$ cat src/rtl/ctrl_pipeline_pkg.sv
// Shared encodings for the control pipeline: opcodes, operand/writeback
// selector codes, ALU class codes and the decoded control bundle.
package ctrl_pipeline_pkg;

    // RV32I major opcodes (instr[6:0])
    localparam logic [6:0] OPC_R      = 7'h33;
    localparam logic [6:0] OPC_I_ARI  = 7'h13;
    localparam logic [6:0] OPC_LOAD   = 7'h03;
    localparam logic [6:0] OPC_STORE  = 7'h23;
    localparam logic [6:0] OPC_BRANCH = 7'h63;
    localparam logic [6:0] OPC_JAL    = 7'h6F;
    localparam logic [6:0] OPC_JALR   = 7'h67;
    localparam logic [6:0] OPC_LUI    = 7'h37;
    localparam logic [6:0] OPC_AUIPC  = 7'h17;

    // ALU operand source selection
    typedef enum logic [1:0] {
        ALU_SRC_RS1_RS2  = 2'b00,
        ALU_SRC_RS1_IMM  = 2'b01,
        ALU_SRC_PC_IMM   = 2'b10,
        ALU_SRC_ZERO_IMM = 2'b11
    } alu_src_e;

    // Writeback source selection
    typedef enum logic [1:0] {
        WB_SEL_ALU  = 2'b00,
        WB_SEL_MEM  = 2'b01,
        WB_SEL_PC4  = 2'b10,
        WB_SEL_RSVD = 2'b11
    } wb_sel_e;

    // ALU class codes; zero-extended into the wider ALU op field at EX
    localparam int         ALU_CLASS_W     = 2;
    localparam logic [1:0] ALU_CLASS_ADD   = 2'd0;
    localparam logic [1:0] ALU_CLASS_BR    = 2'd1;
    localparam logic [1:0] ALU_CLASS_FUNCT = 2'd2;

    // Control bundle produced by decode and carried into EX
    typedef struct packed {
        alu_src_e                alu_src;
        logic [ALU_CLASS_W-1:0]  alu_op;
        logic                    branch;
        logic                    jump;
        logic                    mem_read;
        logic                    mem_write;
        logic                    reg_write;
        wb_sel_e                 wb_sel;
    } ctrl_bundle_t;

    localparam ctrl_bundle_t CTRL_BUBBLE = '{
        alu_src:   ALU_SRC_RS1_RS2,
        alu_op:    2'd0,
        branch:    1'b0,
        jump:      1'b0,
        mem_read:  1'b0,
        mem_write: 1'b0,
        reg_write: 1'b0,
        wb_sel:    WB_SEL_ALU
    };

endpackage

$ cat src/rtl/ctrl_pipeline_if.sv
// Handshake/control bundle between the ID-stage front end and the control
// pipeline. master drives the ID instruction and stall/flush requests.
interface ctrl_pipeline_if #(
    parameter int REG_ADDR_W = 5,
    parameter int ALU_OP_W   = 2
);
    logic                  id_valid;
    logic [6:0]            id_opcode;
    logic [REG_ADDR_W-1:0] id_rd;
    logic [REG_ADDR_W-1:0] id_rs1;
    logic [REG_ADDR_W-1:0] id_rs2;
    logic                  freeze;
    logic                  flush;
    logic                  hazard_stall;
    logic                  id_illegal;
    logic                  ex_valid;
    logic [1:0]            ex_alu_src;
    logic [ALU_OP_W-1:0]   ex_alu_op;
    logic                  ex_branch;
    logic                  ex_jump;
    logic                  mem_valid;
    logic                  mem_read;
    logic                  mem_write;
    logic                  wb_valid;
    logic                  wb_reg_write;
    logic [1:0]            wb_sel;
    logic [REG_ADDR_W-1:0] wb_rd;

    modport master (
        output id_valid, id_opcode, id_rd, id_rs1, id_rs2, freeze, flush,
        input  hazard_stall, id_illegal,
        input  ex_valid, ex_alu_src, ex_alu_op, ex_branch, ex_jump,
        input  mem_valid, mem_read, mem_write,
        input  wb_valid, wb_reg_write, wb_sel, wb_rd
    );

    modport slave (
        input  id_valid, id_opcode, id_rd, id_rs1, id_rs2, freeze, flush,
        output hazard_stall, id_illegal,
        output ex_valid, ex_alu_src, ex_alu_op, ex_branch, ex_jump,
        output mem_valid, mem_read, mem_write,
        output wb_valid, wb_reg_write, wb_sel, wb_rd
    );
endinterface

$ cat src/rtl/ctrl_pipeline_decode.sv
// Combinational RV32I opcode decoder: control bundle, source-register usage
// and a flag telling whether the opcode is in the decode table.
module ctrl_pipeline_decode
    import ctrl_pipeline_pkg::*;
#(
    parameter int REG_ADDR_W = 5
) (
    input  logic [6:0]            opcode_i,
    input  logic [REG_ADDR_W-1:0] rd_i,
    output ctrl_bundle_t          ctrl_o,
    output logic                  uses_rs1_o,
    output logic                  uses_rs2_o,
    output logic                  known_o
);

    // Opcode table lookup; writes to x0 never assert reg_write.
    always_comb begin
        ctrl_o     = CTRL_BUBBLE;
        uses_rs1_o = 1'b0;
        uses_rs2_o = 1'b0;
        known_o    = 1'b1;
        case (opcode_i)
            OPC_R: begin
                ctrl_o.alu_op    = ALU_CLASS_FUNCT;
                ctrl_o.reg_write = 1'b1;
                uses_rs1_o       = 1'b1;
                uses_rs2_o       = 1'b1;
            end
            OPC_I_ARI: begin
                ctrl_o.alu_src   = ALU_SRC_RS1_IMM;
                ctrl_o.alu_op    = ALU_CLASS_FUNCT;
                ctrl_o.reg_write = 1'b1;
                uses_rs1_o       = 1'b1;
            end
            OPC_LOAD: begin
                ctrl_o.alu_src   = ALU_SRC_RS1_IMM;
                ctrl_o.mem_read  = 1'b1;
                ctrl_o.reg_write = 1'b1;
                ctrl_o.wb_sel    = WB_SEL_MEM;
                uses_rs1_o       = 1'b1;
            end
            OPC_STORE: begin
                ctrl_o.alu_src   = ALU_SRC_RS1_IMM;
                ctrl_o.mem_write = 1'b1;
                uses_rs1_o       = 1'b1;
                uses_rs2_o       = 1'b1;
            end
            OPC_BRANCH: begin
                ctrl_o.alu_op    = ALU_CLASS_BR;
                ctrl_o.branch    = 1'b1;
                uses_rs1_o       = 1'b1;
                uses_rs2_o       = 1'b1;
            end
            OPC_JAL: begin
                ctrl_o.alu_src   = ALU_SRC_PC_IMM;
                ctrl_o.jump      = 1'b1;
                ctrl_o.reg_write = 1'b1;
                ctrl_o.wb_sel    = WB_SEL_PC4;
            end
            OPC_JALR: begin
                ctrl_o.alu_src   = ALU_SRC_RS1_IMM;
                ctrl_o.jump      = 1'b1;
                ctrl_o.reg_write = 1'b1;
                ctrl_o.wb_sel    = WB_SEL_PC4;
                uses_rs1_o       = 1'b1;
            end
            OPC_LUI: begin
                ctrl_o.alu_src   = ALU_SRC_ZERO_IMM;
                ctrl_o.reg_write = 1'b1;
            end
            OPC_AUIPC: begin
                ctrl_o.alu_src   = ALU_SRC_PC_IMM;
                ctrl_o.reg_write = 1'b1;
            end
            default: begin
                ctrl_o  = CTRL_BUBBLE;
                known_o = 1'b0;
            end
        endcase
        ctrl_o.reg_write = ctrl_o.reg_write & (rd_i != {REG_ADDR_W{1'b0}});
    end

endmodule

$ cat src/rtl/ctrl_pipeline.sv
// Control pipeline: decodes the ID instruction and carries its controls through
// EX, MEM and a WB_DELAY-deep writeback line, with load-use stall insertion,
// branch/jump flush (remembered across freeze) and a global freeze.
module ctrl_pipeline
    import ctrl_pipeline_pkg::*;
#(
    parameter int REG_ADDR_W = 5,
    parameter int ALU_OP_W   = 2,
    parameter int WB_DELAY   = 1
) (
    input  logic          clk,
    input  logic          rst,
    ctrl_pipeline_if.slave bus
);

    ctrl_bundle_t          dec_ctrl_s;
    logic                  dec_uses_rs1_s;
    logic                  dec_uses_rs2_s;
    logic                  dec_known_s;
    logic                  load_use_s;
    logic                  flush_eff_s;

    logic                  ex_valid_q,  ex_valid_d;
    ctrl_bundle_t          ex_ctrl_q,   ex_ctrl_d;
    logic [REG_ADDR_W-1:0] ex_rd_q,     ex_rd_d;
    logic                  flush_pending_q, flush_pending_d;

    logic                  mem_valid_q,     mem_valid_d;
    logic                  mem_read_q,      mem_read_d;
    logic                  mem_write_q,     mem_write_d;
    logic                  mem_reg_write_q, mem_reg_write_d;
    logic [1:0]            mem_wb_sel_q,    mem_wb_sel_d;
    logic [REG_ADDR_W-1:0] mem_rd_q,        mem_rd_d;

    ctrl_pipeline_decode #(.REG_ADDR_W(REG_ADDR_W)) u_decode (
        .opcode_i   (bus.id_opcode),
        .rd_i       (bus.id_rd),
        .ctrl_o     (dec_ctrl_s),
        .uses_rs1_o (dec_uses_rs1_s),
        .uses_rs2_o (dec_uses_rs2_s),
        .known_o    (dec_known_s)
    );

    // Hazard detection: a load in EX whose destination the ID instruction reads.
    always_comb begin
        flush_eff_s = bus.flush | flush_pending_q;
        load_use_s  = bus.id_valid & ex_valid_q & ex_ctrl_q.mem_read &
                      (ex_rd_q != {REG_ADDR_W{1'b0}}) &
                      ((dec_uses_rs1_s & (bus.id_rs1 == ex_rd_q)) |
                       (dec_uses_rs2_s & (bus.id_rs2 == ex_rd_q)));
    end

    assign bus.hazard_stall = load_use_s & ~flush_eff_s;
    assign bus.id_illegal   = bus.id_valid & ~dec_known_s;

    // EX next state: bubble on flush, load-use, empty ID or illegal opcode.
    always_comb begin
        ex_valid_d      = ex_valid_q;
        ex_ctrl_d       = ex_ctrl_q;
        ex_rd_d         = ex_rd_q;
        flush_pending_d = flush_pending_q;
        if (!bus.freeze) begin
            flush_pending_d = 1'b0;
            if (flush_eff_s || load_use_s || !bus.id_valid || !dec_known_s) begin
                ex_valid_d = 1'b0;
                ex_ctrl_d  = CTRL_BUBBLE;
                ex_rd_d    = {REG_ADDR_W{1'b0}};
            end else begin
                ex_valid_d = 1'b1;
                ex_ctrl_d  = dec_ctrl_s;
                ex_rd_d    = bus.id_rd;
            end
        end else begin
            flush_pending_d = flush_pending_q | bus.flush;
        end
    end

    // EX stage register and pending-flush flag.
    always_ff @(posedge clk or posedge rst) begin
        if (rst) begin
            ex_valid_q      <= 1'b0;
            ex_ctrl_q       <= CTRL_BUBBLE;
            ex_rd_q         <= {REG_ADDR_W{1'b0}};
            flush_pending_q <= 1'b0;
        end else begin
            ex_valid_q      <= ex_valid_d;
            ex_ctrl_q       <= ex_ctrl_d;
            ex_rd_q         <= ex_rd_d;
            flush_pending_q <= flush_pending_d;
        end
    end

    // MEM next state: EX contents always move on unless frozen (the branch must complete).
    always_comb begin
        mem_valid_d     = mem_valid_q;
        mem_read_d      = mem_read_q;
        mem_write_d     = mem_write_q;
        mem_reg_write_d = mem_reg_write_q;
        mem_wb_sel_d    = mem_wb_sel_q;
        mem_rd_d        = mem_rd_q;
        if (!bus.freeze) begin
            mem_valid_d     = ex_valid_q;
            mem_read_d      = ex_ctrl_q.mem_read;
            mem_write_d     = ex_ctrl_q.mem_write;
            mem_reg_write_d = ex_ctrl_q.reg_write;
            mem_wb_sel_d    = ex_ctrl_q.wb_sel;
            mem_rd_d        = ex_rd_q;
        end else begin
            mem_valid_d     = mem_valid_q;
        end
    end

    // MEM stage register.
    always_ff @(posedge clk or posedge rst) begin
        if (rst) begin
            mem_valid_q     <= 1'b0;
            mem_read_q      <= 1'b0;
            mem_write_q     <= 1'b0;
            mem_reg_write_q <= 1'b0;
            mem_wb_sel_q    <= 2'b00;
            mem_rd_q        <= {REG_ADDR_W{1'b0}};
        end else begin
            mem_valid_q     <= mem_valid_d;
            mem_read_q      <= mem_read_d;
            mem_write_q     <= mem_write_d;
            mem_reg_write_q <= mem_reg_write_d;
            mem_wb_sel_q    <= mem_wb_sel_d;
            mem_rd_q        <= mem_rd_d;
        end
    end

    // Writeback delay line: stage 0 loads from MEM, stage g from stage g-1.
    for (genvar g = 0; g < WB_DELAY; g++) begin : g_wb
        logic                  v_q,   v_d;
        logic                  rw_q,  rw_d;
        logic [1:0]            sel_q, sel_d;
        logic [REG_ADDR_W-1:0] rd_q,  rd_d;

        if (g == 0) begin : g_head
            assign v_d   = mem_valid_q;
            assign rw_d  = mem_reg_write_q;
            assign sel_d = mem_wb_sel_q;
            assign rd_d  = mem_rd_q;
        end else begin : g_tail
            assign v_d   = g_wb[g-1].v_q;
            assign rw_d  = g_wb[g-1].rw_q;
            assign sel_d = g_wb[g-1].sel_q;
            assign rd_d  = g_wb[g-1].rd_q;
        end

        // One writeback delay stage; holds while frozen.
        always_ff @(posedge clk or posedge rst) begin
            if (rst) begin
                v_q   <= 1'b0;
                rw_q  <= 1'b0;
                sel_q <= 2'b00;
                rd_q  <= {REG_ADDR_W{1'b0}};
            end else if (!bus.freeze) begin
                v_q   <= v_d;
                rw_q  <= rw_d;
                sel_q <= sel_d;
                rd_q  <= rd_d;
            end else begin
                v_q   <= v_q;
                rw_q  <= rw_q;
                sel_q <= sel_q;
                rd_q  <= rd_q;
            end
        end
    end

    assign bus.ex_valid     = ex_valid_q;
    assign bus.ex_alu_src   = ex_ctrl_q.alu_src;
    assign bus.ex_alu_op    = ALU_OP_W'(ex_ctrl_q.alu_op);
    assign bus.ex_branch    = ex_ctrl_q.branch;
    assign bus.ex_jump      = ex_ctrl_q.jump;
    assign bus.mem_valid    = mem_valid_q;
    assign bus.mem_read     = mem_read_q;
    assign bus.mem_write    = mem_write_q;
    assign bus.wb_valid     = g_wb[WB_DELAY-1].v_q;
    assign bus.wb_reg_write = g_wb[WB_DELAY-1].rw_q;
    assign bus.wb_sel       = g_wb[WB_DELAY-1].sel_q;
    assign bus.wb_rd        = g_wb[WB_DELAY-1].rd_q;

endmodule

$ cat src/flat_wrapper.sv
// flat-port wrapper written by rule: the top's interface ports become plain ports
module ctrl_pipeline_flat import ctrl_pipeline_pkg::*;
#(
    parameter int REG_ADDR_W = 5,
    parameter int ALU_OP_W   = 2,
    parameter int WB_DELAY   = 1
)
  (clk, rst, bus_id_valid, bus_id_opcode, bus_id_rd, bus_id_rs1, bus_id_rs2, bus_freeze, bus_flush, bus_hazard_stall, bus_id_illegal, bus_ex_valid, bus_ex_alu_src, bus_ex_alu_op, bus_ex_branch, bus_ex_jump, bus_mem_valid, bus_mem_read, bus_mem_write, bus_wb_valid, bus_wb_reg_write, bus_wb_sel, bus_wb_rd);
  ctrl_pipeline_if #(.REG_ADDR_W(REG_ADDR_W), .ALU_OP_W(ALU_OP_W)) bus_i ();
  input  logic clk;
  input  logic rst;
  input wire logic [$bits(bus_i.id_valid)-1:0] bus_id_valid;
  input wire logic [$bits(bus_i.id_opcode)-1:0] bus_id_opcode;
  input wire logic [$bits(bus_i.id_rd)-1:0] bus_id_rd;
  input wire logic [$bits(bus_i.id_rs1)-1:0] bus_id_rs1;
  input wire logic [$bits(bus_i.id_rs2)-1:0] bus_id_rs2;
  input wire logic [$bits(bus_i.freeze)-1:0] bus_freeze;
  input wire logic [$bits(bus_i.flush)-1:0] bus_flush;
  output wire logic [$bits(bus_i.hazard_stall)-1:0] bus_hazard_stall;
  output wire logic [$bits(bus_i.id_illegal)-1:0] bus_id_illegal;
  output wire logic [$bits(bus_i.ex_valid)-1:0] bus_ex_valid;
  output wire logic [$bits(bus_i.ex_alu_src)-1:0] bus_ex_alu_src;
  output wire logic [$bits(bus_i.ex_alu_op)-1:0] bus_ex_alu_op;
  output wire logic [$bits(bus_i.ex_branch)-1:0] bus_ex_branch;
  output wire logic [$bits(bus_i.ex_jump)-1:0] bus_ex_jump;
  output wire logic [$bits(bus_i.mem_valid)-1:0] bus_mem_valid;
  output wire logic [$bits(bus_i.mem_read)-1:0] bus_mem_read;
  output wire logic [$bits(bus_i.mem_write)-1:0] bus_mem_write;
  output wire logic [$bits(bus_i.wb_valid)-1:0] bus_wb_valid;
  output wire logic [$bits(bus_i.wb_reg_write)-1:0] bus_wb_reg_write;
  output wire logic [$bits(bus_i.wb_sel)-1:0] bus_wb_sel;
  output wire logic [$bits(bus_i.wb_rd)-1:0] bus_wb_rd;
  assign bus_i.id_valid = bus_id_valid;
  assign bus_i.id_opcode = bus_id_opcode;
  assign bus_i.id_rd = bus_id_rd;
  assign bus_i.id_rs1 = bus_id_rs1;
  assign bus_i.id_rs2 = bus_id_rs2;
  assign bus_i.freeze = bus_freeze;
  assign bus_i.flush = bus_flush;
  assign bus_hazard_stall = bus_i.hazard_stall;
  assign bus_id_illegal = bus_i.id_illegal;
  assign bus_ex_valid = bus_i.ex_valid;
  assign bus_ex_alu_src = bus_i.ex_alu_src;
  assign bus_ex_alu_op = bus_i.ex_alu_op;
  assign bus_ex_branch = bus_i.ex_branch;
  assign bus_ex_jump = bus_i.ex_jump;
  assign bus_mem_valid = bus_i.mem_valid;
  assign bus_mem_read = bus_i.mem_read;
  assign bus_mem_write = bus_i.mem_write;
  assign bus_wb_valid = bus_i.wb_valid;
  assign bus_wb_reg_write = bus_i.wb_reg_write;
  assign bus_wb_sel = bus_i.wb_sel;
  assign bus_wb_rd = bus_i.wb_rd;
  ctrl_pipeline #(.REG_ADDR_W(REG_ADDR_W), .ALU_OP_W(ALU_OP_W), .WB_DELAY(WB_DELAY)) u_core (.clk(clk), .rst(rst), .bus(bus_i));
endmodule
$ cat config.mk
export PLATFORM = sky130hd
export DESIGN_NAME = ctrl_pipeline_flat
export DESIGN_NICKNAME = d
export VERILOG_FILES = /design/src/rtl/ctrl_pipeline_pkg.sv /design/src/rtl/ctrl_pipeline_if.sv /design/src/rtl/ctrl_pipeline_decode.sv /design/src/rtl/ctrl_pipeline.sv /design/src/flat_wrapper.sv
export SDC_FILE = /design/constraint.sdc
export NUM_CORES = 1
export LEC_CHECK = 0
export ABC_AREA = 1
export CAP_MARGIN = 10
export CORE_MARGIN = 2
export CORE_UTILIZATION = 46
export CTS_BUF_LIST = sky130_fd_sc_hd__clkbuf_8
export DETAILED_ROUTE_END_ITERATION = 10
export PLACE_DENSITY = 0.79
export SETUP_SLACK_MARGIN = 0.15
export SLEW_MARGIN = 0
export SYNTH_ARGS = -nofsm -noshare
export SYNTH_HDL_FRONTEND = slang
export SYNTH_SLANG_ARGS = --single-unit
$ cat constraint.sdc
create_clock -name clk -period 1.4 [get_ports clk]
set_input_delay 0.35 -clock clk [delete_from_list [all_inputs] [get_ports clk]]
set_output_delay 0.35 -clock clk [all_outputs]
set_load 0.03 [all_outputs]
==> flow_metrics.py <==
metrics = {
    "placement": {
        "dpl.hpwl_um": 3020,
        "place_congestion": 0.834,
        "portBuffers": 47,
        "place_worst_setup_slack_ps": -683,
    },
    "finish": {
        "nFillCells": 317,
        "layout_commonest_cell": "nand2_1",
        "post-route-util_pct": 70.6,
        "diodes": 0,
        "nets": 353,
        "mostFrequentLayoutCells": "nand2_1, dfrtp_1, buf_4",
        "syn_to_final_growth_pct": 47.0,
        "final_layout_size_suffix_gt1_share_pct": 33.9,
    },
    "setup_path": {
        "critPathCaptureType": "output pin",
        "max_stage_delay_ps": 440,
        "crit_required_ps": 1050,
        "cp_max_fo": 4,
        "crit_top_cell": "nand2_1",
        "cpMaxStageDelayCell": "dfrtp_1",
        "cp.arrival_ps": 1610,
        "path_cells": "xnor2_1, nand2_1, nor2_1, nand2_1, nand2_2, nand2_4, nor2_4, buf_6",
        "critPathKind": "flop to output pin",
        "cp-start-kind": "flop",
    },
    "synth": {
        "synth_top_family_by_area": "simple AND/OR/NAND/NOR gates",
        "synthAdderAreaFrac_pct": 0,
        "netlist-cell-type-count": 22,
        "synth_compound_area_share_pct": 4.40,
        "yosys_warnings": 0,
        "synth_xor_area_share_pct": 1.81,
        "ys_ff_latch": 38,
        "ys_seq_area_share_pct": 49.2,
        "yosys.area.top_type": "dfrtp_1",
        "synthSimpleGateAreaFrac_pct": 34.5,
        "netlist_instances": 254,
        "synthTopCellsByArea": "dfrtp_1, nand2_1, inv_1",
        "post_synth_instance_area_um2": 1930,
        "syn_avg_cell_area_um2": 7.62,
        "synth_nets": 281,
        "synthMuxAreaShare_pct": 0,
        "synth_top_area_share_pct": 49.2,
    },
    "clocking": {
        "h-tree-depth": 2,
        "cts_buffers": 5,
        "cts.clk_slew.worst_paths_ps": 70,
        "clk_latency_ps": 290,
        "cts_tree": "built",
        "cts_sinks": 38,
        "root_buffer": "clkbuf_8",
        "max-clock-path-buffers": 2,
    },
    "timing": {
        "setup_ws_ps": -558,
        "fmax_mhz": 511,
        "fin_crit_sh_pct": 140,
        "finalHoldWorstSlack_ps": 406,
        "maxSlewHeadroom_pct": 76.7,
        "rsz0062_at_grt": "true",
        "fin_skew_ps": 3.78,
        "worstMarginPinSlew_ps": 350,
        "fin_tns_setup_ps": -4910,
        "setup_viol": 19,
        "finalHoldViolations": 0,
        "fin_crit_ps": 1960,
        "slew_viol_final": 0,
    },
    "route": {
        "routedWlPerCell_um": 12.6,
        "drtAntennaViolNets": 0,
        "viasPerCell": 4.95,
        "drc": 0,
        "drt_first_iter_violations": 211,
        "dr.pass1.iters": 5,
        "num_vias": 1865,
        "wl_um": 4740,
    },
    "grt": {
        "grt_usage_pct": 19.6,
        "grt_pass1_vias": 1683,
        "grt_max_degree": 39,
        "overflow": 0,
        "antenna_found_initial": 0,
        "grt_pass1_wl_um": 6960,
    },
    "min_path": {
        "hold_class": "input port to async pin",
    },
    "job": {
        "cap_violations": 0,
    },
    "floorplan": {
        "core-area_um2": 4030,
        "die_width_um": 68.8,
        "fp.dieH_um": 68.8,
        "dieArea_um2": 4740,
        "fp-row-count": 23,
        "design.portCount": 48,
        "start_util_pct": 48.0,
    },
    "power": {
        "p_seq_share_pct": 52.5,
        "powerDensity_nw_per_um2": 744,
        "finalPower_mw": 2.11,
        "power_frac_clock_pct": 33.2,
        "switching_share_pct": 25.5,
        "leakagePower_nw": 1.57,
        "power.switching_mw": 0.540,
        "power_frac_comb_pct": 14.3,
        "internal_power_mw": 1.57,
        "ir_worst_vdd_mv": 0.376,
    },
    "status": {
        "violations": "negative setup slack",
        "status": "complete, but fails checks",
    },
}
[cell usage after synthesis]
cell type / number
nor3_1: 3
inv_1: 26
xnor2_1: 2
clkbuf_1: 5
nand4_1: 12
xor2_1: 2
buf_6: 2
nand3_2: 2
buf_2: 1
nand2_4: 1
nor2_1: 18
o21ai_1: 1
nor2_2: 3
nand3_1: 5
inv_2: 4
nand2_1: 101
dfrtp_1: 38
nand4_2: 1
o21ai_0: 16
buf_4: 5
nand2_2: 5
nor2_4: 1
[power groups by stage]
stage	registers, mW	logic, mW	clock network, mW
final	1.11	0.302	0.703
after floorplan	1.14	0.124	0
after global placement	1.13	0.263	0
after global routing	1.11	0.327	0.767
after CTS	1.11	0.289	0.708
after detailed placement	1.13	0.267	0
[cell families after synthesis]
group	after synthesis
and+or+nand+nor	152
buffers and inverters	43
DFF	38
AOI/OAI and AO/OA	17
xor gates and xnor gates	4
[what timing repair did]
item                       4_1_cts  5_1_grt
setup endpoints to repair       32       35
resized for setup              143       18
pin swaps                       25        6
hold buffers                     0        0
cloned                           0        2
setup buffers                    5        3
[worst max-delay path: cells and delay by family (launching register included)]
| kind | cells | cell delay [ps] |
|---|---|---|
| XOR/XNOR | 1 | 220 |
| AND/OR/NAND/NOR | 6 | 520 |
| flip-flops | 1 | 440 |
| buffers and inverters | 1 | 130 |
[registers in the layout, indices dropped and copies added (netlist names), 2 cells and up]
name	cells
u_core.bus.ex_alu_op	2
u_core.bus.ex_alu_src	2
u_core.bus.wb_rd	5
u_core.bus.wb_sel	2
u_core.ex_ctrl_q	5
u_core.ex_rd_q	5
u_core.g_wb.rd_d	5
u_core.g_wb.sel_d	2
[final timing paths]
path                                                         start                                to  slack [ps]  depth (start not counted)
max in group asynchronous                                      rst   u_core.bus.ex_valid$_DFFE_PP0N_         800                          3
min in group clk                u_core.g_wb[0].rd_d[3]$_DFFE_PP0N_   u_core.bus.wb_rd[3]$_DFFE_PP0N_         480                          2
worst max-delay path                 u_core.ex_rd_q[2]$_DFFE_PP0N_                  bus_hazard_stall        -560                          8
worst min register to register  u_core.g_wb[0].rd_d[3]$_DFFE_PP0N_   u_core.bus.wb_rd[3]$_DFFE_PP0N_         480                          2
worst min-delay path                                           rst  u_core.bus.wb_sel[0]$_DFFE_PP0N_         410                          3
worst max register to register       u_core.ex_rd_q[2]$_DFFE_PP0N_  u_core.bus.ex_branch$_DFFE_PP0N_        -350                         11
[final cells by class]
class / instances / area [µm²] / share of cell area (%)
well taps: 50 / 62.6 / 2.20
repair buffers: 77 / 666 / 23.4
repair inverters: 1 / 5.00 / 0.176
multi-input cells: 173 / 946 / 33.3
clock inverters: 3 / 13.8 / 0.484
flip-flops and latches: 38 / 952 / 33.5
inverters: 30 / 129 / 4.53
clock buffers: 5 / 68.8 / 2.42
[stage by stage]
stage	cells	cell area, µm²
finish	377	2840
global route	377	2840
CTS	372	2740
detailed placement	359	2580
global placement	359	2580
floorplan	254	1980
[routing by layer]
layer	track usage (%)	wire, µm	vias up
met3	4.38	283	10
li1	-	-	927
met4	4.41	77	0
met1	25.1	2010	866
met5	0	0	-
met2	33.9	2370	62
(Power assumes the default switching activity.)
